[config.mk]
export PLATFORM = sky130hd
export DESIGN_NAME = arb_mux
export DESIGN_NICKNAME = d
export VERILOG_FILES = /design/src/rtl/arb_mux_pkg.sv /design/src/rtl/rr_pick.sv /design/src/rtl/arb_mux.sv
export SDC_FILE = /design/constraint.sdc
export NUM_CORES = 1
export LEC_CHECK = 0
export ABC_AREA = 1
export CAP_MARGIN = 20
export CORE_AREA = 2 2 70 72
export DETAILED_ROUTE_END_ITERATION = 10
export DIE_AREA = 0 0 72 74
export DONT_BUFFER_PORTS = 1
export SLEW_MARGIN = 30
export SYNTH_ARGS = -nofsm -noshare
export SYNTH_HDL_FRONTEND = slang
export SYNTH_SLANG_ARGS = --single-unit
[constraint.sdc]
create_clock -name clk -period 4.6 [get_ports clk]
set_input_delay 0.69 -clock clk [delete_from_list [all_inputs] [get_ports clk]]
set_output_delay 0.69 -clock clk [all_outputs]
set_load 0.01 [all_outputs]
[src/rtl/arb_mux_pkg.sv]
// Shared limits and select-width helper for the round-robin arbiter mux.
package arb_mux_pkg;

  localparam int MAX_N = 16;
  localparam int MAX_W = 64;

  function automatic int sel_w(input int n);
    int w;
    w = 1;
    for (int i = 1; i < 6; i++) begin
      if ((1 << i) < n) w = i + 1;
    end
    return w;
  endfunction

endpackage

[src/rtl/rr_pick.sv]
// Combinational round-robin picker: first requester at or after ptr.
module rr_pick import arb_mux_pkg::*; #(
  parameter int N  = 4,
  parameter int SW = 2
) (
  input  logic [N-1:0]  req,
  input  logic [SW-1:0] ptr,
  output logic [SW-1:0] gnt,
  output logic          any
);

  // Walk from the far end so the slot closest to ptr wins last.
  always_comb begin
    int j;
    gnt = '0;
    any = 1'b0;
    j   = 0;
    for (int k = N - 1; k >= 0; k--) begin
      j = int'(ptr) + k;
      if (j >= N) j = j - N;
      if (req[j]) begin
        gnt = SW'(j);
        any = 1'b1;
      end
    end
  end

endmodule

[src/rtl/arb_mux.sv]
// N-to-1 round-robin arbitrated mux with a one-word output register.
// ARB_MUX_MANUAL_SEL_EN adds man_en/man_sel forced selection.
module arb_mux import arb_mux_pkg::*; #(
  parameter  int N  = 4,
  parameter  int W  = 8,
  localparam int SW = sel_w(N)
) (
  input  logic          clk,
  input  logic          rst_n,
`ifdef ARB_MUX_MANUAL_SEL_EN
  input  logic          man_en,
  input  logic [SW-1:0] man_sel,
`endif
  input  logic [N*W-1:0] in_data,
  input  logic [N-1:0]  in_valid,
  output logic [N-1:0]  in_ready,
  output logic [W-1:0]  out_data,
  output logic [SW-1:0] out_sel,
  output logic          out_valid,
  input  logic          out_ready
);

  logic          ld;
  logic          gok;
  logic          adv;
  logic          xfer;
  logic          rr_any;
  logic [SW-1:0] rr_g;
  logic [SW-1:0] g;
  logic [SW-1:0] ptr;
  logic [N-1:0]  oh;
  logic [W-1:0]  sel_data;

  rr_pick #(
    .N  (N),
    .SW (SW)
  ) u_pick (
    .req (in_valid),
    .ptr (ptr),
    .gnt (rr_g),
    .any (rr_any)
  );

  assign ld = ~out_valid | out_ready;

`ifdef ARB_MUX_MANUAL_SEL_EN
  // Forced selection grants the slot even if it is idle; an
  // out-of-range index grants nothing.
  always_comb begin
    g   = rr_g;
    gok = rr_any;
    adv = 1'b1;
    if (man_en) begin
      g   = man_sel;
      gok = (int'(man_sel) < N);
      adv = 1'b0;
    end
  end
`else
  assign g   = rr_g;
  assign gok = rr_any;
  assign adv = 1'b1;
`endif

  always_comb begin
    oh       = '0;
    sel_data = '0;
    for (int i = 0; i < N; i++) begin
      if (g == SW'(i)) begin
        oh[i]    = 1'b1;
        sel_data = in_data[i*W +: W];
      end
    end
  end

  assign in_ready = oh & {N{gok & ld & rst_n}};
  assign xfer     = |(in_valid & in_ready);

  always_ff @(posedge clk or negedge rst_n) begin
    if (!rst_n) begin
      out_valid <= 1'b0;
      out_data  <= '0;
      out_sel   <= '0;
      ptr       <= '0;
    end else if (ld) begin
      out_valid <= xfer;
      if (xfer) begin
        out_data <= sel_data;
        out_sel  <= g;
      end
      if (xfer && adv) begin
        ptr <= (g == SW'(N - 1)) ? '0 : g + SW'(1);
      end
    end
  end

endmodule

==> impl_metrics.env <==
export IMPL_status="finished, final reports clean"
export IMPL_die_width_um=72
export IMPL_synth_cells=173
export IMPL_rows=25
export IMPL_wire_per_inst_um=14.3
export IMPL_clock_skew_ns=0.00314
export IMPL_grt_usage_pct=11.9
export IMPL_ctsResizeCount=0
export IMPL_avgSynthCellArea_um2=6.31
export IMPL_clock_sinks=13
export IMPL_crit_chain="inv_4, nand2_1, nand2_1, nand2_1, nand2_2, inv_1, o21bai_1, o21ai_0, o21ai_0, inv_1, ha_1, clkinv_1, nor2_1"
export IMPL_remaining_drc_errors=0
export IMPL_design_die_area_mm2=0.00533
export IMPL_start_util_pct=23.8
export IMPL_synth_top_flop_cell="dfrtp_1"
export IMPL_synth_edf_count=0
export IMPL_rsz0062_at_grt="no"
export IMPL_postCtsSetupRepairBufs=0
export IMPL_drtIter0Drc=36
export IMPL_worst_slew_pin_slew_ns=0.550
export IMPL_synth_top_area_share_pct=29.8
export IMPL_first_global_vias=986
export IMPL_ctsHoldBuffers=0
export IMPL_tritoncts="done"
export IMPL_path_class="reg2out"
export IMPL_final_nets=212
export IMPL_ys_seq_elements=13
export IMPL_reg2regPathDepth=14
export IMPL_viasPerCell=4.92
export IMPL_synth_area_mm2=0.00109
export IMPL_final_util_pct=25.0
export IMPL_path_clk_slew_ns=0.05
export IMPL_final_hold_viol_count=0
export IMPL_drive_gt1_share_pct=7.74
export IMPL_clock_latency_ns=0.24
export IMPL_clock_tree_buffer_depth=2
export IMPL_p_per_area_mw_per_mm2=1000
export IMPL_endpoint="in_ready[1]"
export IMPL_setup_violations_final=0
export IMPL_ant_nets=0
export IMPL_cp_end_kind="primary output"
export IMPL_required_ns=3.91
export IMPL_ir_drop_uv=355
export IMPL_cts_buffers=3
export IMPL_drv_cap=0
export IMPL_placedCellCount=218
export IMPL_min_period_ns=3.38
export IMPL_reg2reg_to="out_valid"
export IMPL_grt_max_degree=19
export IMPL_place_area_mm2=0.00111
export IMPL_h_tree_depth=1
export IMPL_synth_cell_types=23
export IMPL_cp_slowest_stage_delay_ns=0.57
export IMPL_slew_violations=0
export IMPL_area_growth_syn_to_layout_pct=5.38
export IMPL_place_gp_congestion=0.740
export IMPL_async_flop_share_pct=100
export IMPL_final_area_mm2=0.00115
export IMPL_hold_path_class="in2async"
export IMPL_maxSlewHeadroom_pct=63.3
export IMPL_grt_ovfl_total=0
export IMPL_synth_nets=216
export IMPL_ios=54
export IMPL_critical_path_arrival_ns=2.69
export IMPL_r2r_start="ptr[0]"
export IMPL_synth_seq_area_share_pct=29.8
export IMPL_cp_slowest_cell="dfrtp_1"
export IMPL_yosysMostFrequentCell="nand2_1"
export IMPL_antenna_found_initial=0
export IMPL_place_hpwl_um=2520
export IMPL_io_buffers=0
export IMPL_core_area_mm2=0.00460
export IMPL_postRouteWirelength_um=3180
export IMPL_post_synth_top_area_cell="dfrtp_1"
export IMPL_leakagePower_nw=0.573
export IMPL_final_fill_count=523
export IMPL_synthTopCellsByCount="nand2_1 (69), o21ai_0 (25), dfrtp_1 (13)"
export IMPL_diodes=0
export IMPL_grt_first_pass_wirelength_um=4840
export IMPL_drt_pass1_iterations=4
export IMPL_startpoint_type="flop"
export IMPL_root_buffer="clkbuf_8"
export IMPL_yosysWarnings=0
export IMPL_dr_total_vias=1092
export IMPL_instances_no_fill=222
export IMPL_cp_max_fo=10
export IMPL_rrSetupSlack_ns=1.62
export IMPL_fin_tns_setup_ns=0
export IMPL_finalCritPeriodShare_pct=73.4
export IMPL_startpoint="ptr[0]"
export IMPL_max_freq_mhz=296
export IMPL_netlist_top_cells_area="dfrtp_1 (30%), nand2_1 (24%), o21ai_0 (11%), ha_1 (4.6%), a21oi_1 (3.7%)"
export IMPL_die_y_um=74
export IMPL_crit_top_cell="nand2_1"
==> cells by family after synthesis <==
logic type	count (synthesis)	share of synthesized area [%]
simple gates	94	36.4
compound gates	43	20.6
flops	13	29.8
fa+ha+maj	4	4.58
buf+inv	19	8.59
==> sequential cells by signal, indices dropped and copies added, names as in the netlist <==
register   flops
out_data       8
out_valid      1
out_sel        2
ptr            2
==> critical path, delay by kind of cell (launching register included) <==
kind / cells / cell delay [ns]
AO/OA/AOI/OAI: 3 / 0.32
AND/OR/NAND/NOR: 5 / 0.57
flip-flops: 1 / 0.57
buffers and inverters: 4 / 0.62
adder cells (fa/ha/maj): 1 / 0.37
==> power by group <==
part,internal (mW),switching [mW]
Clock,0.0611,0.0394
Combinational,0.270,0.542
Sequential,0.170,0.0732
Total,0.501,0.655
==> worst min path at each step <==
stage               start     endpoint
floorplan           rst_n  out_data[0]
global placement    rst_n  out_data[2]
detailed placement  rst_n  out_data[2]
CTS                 rst_n  out_data[2]
global route        rst_n  out_data[2]
finish              rst_n  out_data[4]
==> layout make-up <==
cell class	count	area, µm²	area share, %
multi-input combinational	141	673	58.5
tap	54	67.6	5.87
inverter	10	40.0	3.48
clock buffer	4	45.0	3.91
sequential	13	325	28.3
==> per-layer routing <==
metal,GRT usage [%],up-vias,wire length (µm)
met2,19.4,40,1490
met5,0,-,0
met4,3.98,0,34
li1,-,558,-
met1,14.2,489,1350
met3,5.15,5,304
==> metrics by stage <==
step                setup slack [ns]  power, mW  hold slack, ns
finish                          1.22       1.16           0.139
global route                   0.853       1.31           0.123
CTS                             1.24       1.17           0.133
detailed placement              1.44       1.07           0.395
global placement                1.54       1.05           0.395
floorplan                       1.66      0.911           0.394
==> cell usage in the layout, fill, tap and decap left out, drive strengths merged <==
| cell | synthesis | layout |
|---|---|---|
| nand2 | 75 | 75 |
| o21ai | 31 | 31 |
| dfrtp | 13 | 13 |
| inv | 9 | 9 |
| a21oi | 8 | 8 |
| nand3 | 8 | 8 |
| nor2 | 7 | 7 |
| nand4 | 4 | 4 |
| ha | 4 | 4 |
| clkbuf | 5 | 4 |
| o21a | 2 | 2 |
| o21bai | 1 | 1 |
| a21boi | 1 | 1 |
| clkinv | 1 | 1 |
No activity file was read; power rests on OpenSTA's default activity.
